**src/rtl/wtm_mult.sv**
```systemverilog
// 5x5 unsigned Wallace-tree multiplier: three 3:2/2:2 reduction layers feed a
// 10-bit ripple-carry adder; product and final carry are registered.

module wtm_fa (
  input  logic a,
  input  logic b,
  input  logic cin,
  output logic sum,
  output logic cout
);
  assign sum  = a ^ b ^ cin;
  assign cout = (a & b) | (cin & (a ^ b));
endmodule

module wtm_ha (
  input  logic a,
  input  logic b,
  output logic sum,
  output logic cout
);
  assign sum  = a ^ b;
  assign cout = a & b;
endmodule

module wtm_mult (
  input  logic       clock,
  input  logic       reset,
  input  logic [4:0] in1,
  input  logic [4:0] in2,
  output logic [9:0] out,
  output logic       cout
);
  logic [4:0] pp [5];

  for (genvar i = 0; i < 5; i++) begin : g_pp_i
    for (genvar j = 0; j < 5; j++) begin : g_pp_j
      assign pp[i][j] = in1[i] & in2[j];
    end
  end

  // Layer 1: column heights 1,2,3,4,5,4,3,2,1
  logic s1_1, c1_1, s1_2, c1_2, s1_3, c1_3, s1_4a, c1_4a, s1_4b, c1_4b;
  logic s1_5, c1_5, s1_6, c1_6, s1_7, c1_7;

  wtm_ha u_l1_1  (.a(pp[0][1]), .b(pp[1][0]),                 .sum(s1_1),  .cout(c1_1));
  wtm_fa u_l1_2  (.a(pp[0][2]), .b(pp[1][1]), .cin(pp[2][0]), .sum(s1_2),  .cout(c1_2));
  wtm_fa u_l1_3  (.a(pp[0][3]), .b(pp[1][2]), .cin(pp[2][1]), .sum(s1_3),  .cout(c1_3));
  wtm_fa u_l1_4a (.a(pp[0][4]), .b(pp[1][3]), .cin(pp[2][2]), .sum(s1_4a), .cout(c1_4a));
  wtm_ha u_l1_4b (.a(pp[3][1]), .b(pp[4][0]),                 .sum(s1_4b), .cout(c1_4b));
  wtm_fa u_l1_5  (.a(pp[1][4]), .b(pp[2][3]), .cin(pp[3][2]), .sum(s1_5),  .cout(c1_5));
  wtm_fa u_l1_6  (.a(pp[2][4]), .b(pp[3][3]), .cin(pp[4][2]), .sum(s1_6),  .cout(c1_6));
  wtm_ha u_l1_7  (.a(pp[3][4]), .b(pp[4][3]),                 .sum(s1_7),  .cout(c1_7));

  // Layer 2: heights 1,1,2,3,3,4,2,2,2
  logic s2_2, c2_2, s2_3, c2_3, s2_4, c2_4, s2_5, c2_5;
  logic s2_6, c2_6, s2_7, c2_7, s2_8, c2_8;

  wtm_ha u_l2_2 (.a(s1_2),     .b(c1_1),                 .sum(s2_2), .cout(c2_2));
  wtm_fa u_l2_3 (.a(s1_3),     .b(pp[3][0]), .cin(c1_2),  .sum(s2_3), .cout(c2_3));
  wtm_fa u_l2_4 (.a(s1_4a),    .b(s1_4b),    .cin(c1_3),  .sum(s2_4), .cout(c2_4));
  wtm_fa u_l2_5 (.a(s1_5),     .b(pp[4][1]), .cin(c1_4a), .sum(s2_5), .cout(c2_5));
  wtm_ha u_l2_6 (.a(s1_6),     .b(c1_5),                 .sum(s2_6), .cout(c2_6));
  wtm_ha u_l2_7 (.a(s1_7),     .b(c1_6),                 .sum(s2_7), .cout(c2_7));
  wtm_ha u_l2_8 (.a(pp[4][4]), .b(c1_7),                 .sum(s2_8), .cout(c2_8));

  // Layer 3: heights 1,1,1,2,2,3,2,2,2,1 -> at most two per column afterwards
  logic s3_3, c3_3, s3_4, c3_4, s3_5, c3_5, s3_6, c3_6, s3_7, c3_7, s3_8, c3_8;

  wtm_ha u_l3_3 (.a(s2_3), .b(c2_2),               .sum(s3_3), .cout(c3_3));
  wtm_ha u_l3_4 (.a(s2_4), .b(c2_3),               .sum(s3_4), .cout(c3_4));
  wtm_fa u_l3_5 (.a(s2_5), .b(c1_4b), .cin(c2_4),  .sum(s3_5), .cout(c3_5));
  wtm_ha u_l3_6 (.a(s2_6), .b(c2_5),               .sum(s3_6), .cout(c3_6));
  wtm_ha u_l3_7 (.a(s2_7), .b(c2_6),               .sum(s3_7), .cout(c3_7));
  wtm_ha u_l3_8 (.a(s2_8), .b(c2_7),               .sum(s3_8), .cout(c3_8));

  logic [9:0] row_a, row_b, sum_d;
  logic [10:0] carry;

  assign row_a = {c2_8, s3_8, s3_7, s3_6, s3_5, s3_4, s3_3, s2_2, s1_1, pp[0][0]};
  assign row_b = {c3_8, c3_7, c3_6, c3_5, c3_4, c3_3, 4'b0000};

  assign carry[0] = 1'b0;
  wtm_ha u_rca_0 (.a(row_a[0]), .b(row_b[0]), .sum(sum_d[0]), .cout(carry[1]));
  for (genvar k = 1; k < 10; k++) begin : g_rca
    wtm_fa u_rca (.a(row_a[k]), .b(row_b[k]), .cin(carry[k]), .sum(sum_d[k]), .cout(carry[k+1]));
  end

  always_ff @(posedge clock) begin
    if (reset) begin
      out  <= 10'd0;
      cout <= 1'b0;
    end else begin
      out  <= sum_d;
      cout <= carry[10];
    end
  end
endmodule

```
**config.mk**
```make
export PLATFORM = sky130hd
export DESIGN_NAME = wtm_mult
export DESIGN_NICKNAME = d
export VERILOG_FILES = /design/src/rtl/wtm_mult.sv
export SDC_FILE = /design/constraint.sdc
export NUM_CORES = 1
export LEC_CHECK = 0
export BUFFER_PORTS_ARGS = -buffer_cell sky130_fd_sc_hd__buf_2
export CAP_MARGIN = 20
export CORE_UTILIZATION = 56
export DETAILED_ROUTE_END_ITERATION = 12
export PLACE_DENSITY = 0.83
export RECOVER_POWER = 25
export SYNTH_ARGS = -nofsm -noshare
export SYNTH_HDL_FRONTEND = slang
export SYNTH_SLANG_ARGS = --single-unit
```
**constraint.sdc**
```tcl
create_clock -name clock -period 8.05 [get_ports clock]
set_input_delay 0.805 -clock clock [delete_from_list [all_inputs] [get_ports clock]]
set_output_delay 0.805 -clock clock [all_outputs]
set_load 0.02 [all_outputs]
```
==> impl_metrics.py <==
metrics = {
    "synthesis": {
        "synth_cells": 92,
        "ys_ff_latch": 11,
        "synth_fp_nets": 132,
        "seq_area_frac_synth_pct": 23.0,
        "synth_cell_types": 11,
        "syn_area_sq_um": 958,
        "ys_warn_count": 0,
        "synth.avg_cell_area_sq_um": 10.4,
    },
    "clocking": {
        "post_cts_buffers": 0,
        "root_buffer": "clkbuf_4",
        "clockBufferDepth": 2,
        "numClockSinks": 11,
        "hold_buffers": 0,
        "cts_tree": "yes",
        "cts.clk_slew.worst_paths_ns": 0.07,
        "postCtsResizedCells": 0,
        "htreeDepth": 1,
        "cts_made_buffers": 3,
    },
    "grt": {
        "grtUsageTotal_pct": 20.3,
        "grt_max_degree": 12,
        "grt_antenna_before_repair": 0,
        "grt_pass1_vias": 694,
        "grt_pass1_wl_mm": 2.73,
        "grt-ovfl-total": 0,
    },
    "setup_path": {
        "arrival_ns": 4.35,
        "path_class": "input port to flop",
        "startpoint_type": "input port",
        "crit_path_top_delay_cell": "fa_1",
        "path_cells": "buf_2 -> nand2_1 -> fa_1 -> inv_1 -> fa_1 -> fa_1 -> fa_1 -> fa_1 -> inv_1 -> fa_1 -> fa_1 -> fa_1 -> nor2_1",
        "endpoint_kind": "flop",
        "crit_fanout": 5,
        "critPathMaxStageDelay_ns": 0.58,
        "path_common_cell": "fa_1",
        "crit_required_ns": 8.18,
    },
    "finish": {
        "fin_cells": 133,
        "area_delta_synth_final_pct": 14.8,
        "num_antenna_cells": 0,
        "final_nets": 158,
        "drive_above_1_share_pct": 24.8,
    },
    "timing": {
        "period_needed_ns": 4.22,
        "finalHoldViolations": 0,
        "period_share_pct": 52.4,
        "relSlewSlack_pct": 57.4,
        "rsz0062_at_grt": "false",
        "tightest_slew_ns": 0.639,
        "setup_viol": 0,
        "report.final.slew_viol_count": 0,
        "fin_setup_tns_ns": 0,
        "clock.fmax_mhz": 237,
    },
    "outcome": {
        "violations": "design-rule violations",
        "outcome": "finished, violations left",
    },
    "worst_hold_path": {
        "hp-start": "in2[0]",
        "hold_path_end": "out[0]$_SDFF_PP0_",
        "whs_path_depth": 2,
        "min_path_type": "input port to flop",
    },
    "detailed_routing": {
        "viasPerCell": 4.92,
        "num_vias": 655,
        "drt_first_pass_iters": 8,
        "routedWlPerCell_um": 11.5,
        "drc": 2,
        "antenna_left": 0,
        "drt_iter0_markers": 12,
        "routed_wl_mm": 1.53,
    },
    "die": {
        "die_w_um": 43.4,
        "die-area_sq_um": 1880,
        "core.rowCount": 14,
        "io_pins": 23,
        "fp.dieH_um": 43.4,
        "start_util_pct": 61.5,
        "core_sq_um": 1560,
    },
    "placement": {
        "finalWeightedCongestion": 0.801,
        "hpwl_mm": 1.30,
        "port_buffers": 22,
        "post-place-cells": 129,
    },
    "run": {
        "maxCapViolations": 0,
    },
    "pwr": {
        "ir_worst_vdd_mv": 0.0884,
        "p_leak_uw": 0.000588,
        "powerDensity_nw_per_um2": 159,
    },
}
metal layers:
layer  vias up  track usage [%]  wire length, um
met1       312             23.3              626
met4         0             7.50               28
met5         -                0                0
li1        321                -                -
met3         5             3.75               44
met2        17             37.6              830
worst max-delay path, delay by kind of cell:
kind	cells	cell delay, ns
and+or+nand+nor	2	0.12
buffers and inverters	3	0.22
adders and majority gates	8	3.21
worst max path at each step:
stage,slack [ns],depth (start not counted),startpoint,end
6_report,3.83,13,in1[1],out[9]$_SDFF_PP0_
5_1_grt,3.68,13,in1[1],out[9]$_SDFF_PP0_
4_1_cts,3.82,13,in1[1],out[9]$_SDFF_PP0_
3_5_place_dp,3.54,13,in1[1],out[9]$_SDFF_PP0_
3_3_place_gp,3.61,13,in1[1],out[9]$_SDFF_PP0_
2_1_floorplan,3.79,12,in1[1],out[9]$_SDFF_PP0_
cell usage after synthesis:
master | number | share of area, %
fa_1 | 15 | 31
and2_1 | 11 | 7.2
nor2b_4 | 1 | 1.4
nor2b_2 | 5 | 4.6
buf_6 | 1 | 1.2
ha_1 | 13 | 17
nor2_1 | 4 | 1.6
nand2_1 | 13 | 5.1
inv_1 | 17 | 6.7
dfxtp_1 | 11 | 23
and3b_2 | 1 | 1.0
metrics by stage:
step | setup WS [ns] | hold WS, ns | instance area, sq um | utilization (%) | total power, uW
2_1_floorplan | 3.79 | 0.982 | 958 | - | 120
5_1_grt | 3.68 | 0.867 | 1100 | 70.5 | 194
6_report | 3.83 | 0.857 | 1100 | 70.5 | 175
4_1_cts | 3.82 | 0.852 | 1100 | 70.9 | 179
3_5_place_dp | 3.54 | 1.12 | 1080 | 69.1 | 141
3_3_place_gp | 3.61 | 1.12 | 1080 | 69.1 | 138
area by class of cell:
cell class	instances	area, sq um
Sequential cell	11	220
Clock inverter	1	5.00
Fill cell	112	459
Multi-Input combinational cell	63	663
Timing Repair Buffer	22	105
Inverter	17	63.8
Tap cell	16	20.0
Clock buffer	3	22.5
registers in the layout (all words and copies together) (netlist names):
| name | cells |
|---|---|
| cout | 1 |
| out | 10 |
layout by cell type (no fill, tap or decap), types with 3 or more instances in the layout:
| cell | n |
|---|---|
| and2_1 | 10 |
| clkbuf_4 | 3 |
| inv_1 | 17 |
| clkbuf_1 | 4 |
| nor2b_2 | 5 |
| ha_1 | 13 |
| dfxtp_1 | 11 |
| buf_2 | 18 |
| nor2_1 | 4 |
| nand2_1 | 13 |
| fa_1 | 15 |
kinds of logic after synthesis:
logic type | share of synthesized area (%)
flops | 23.0
simple gates | 20.9
fa+ha+maj | 48.3
buf+inv | 7.83
power by group:
| group | internal [uW] | switching (uW) |
|---|---|---|
| Sequential | 63.2 | 1.67 |
| Combinational | 32.4 | 41.4 |
| Clock | 18.4 | 18.4 |
(Power assumes the default switching activity.)
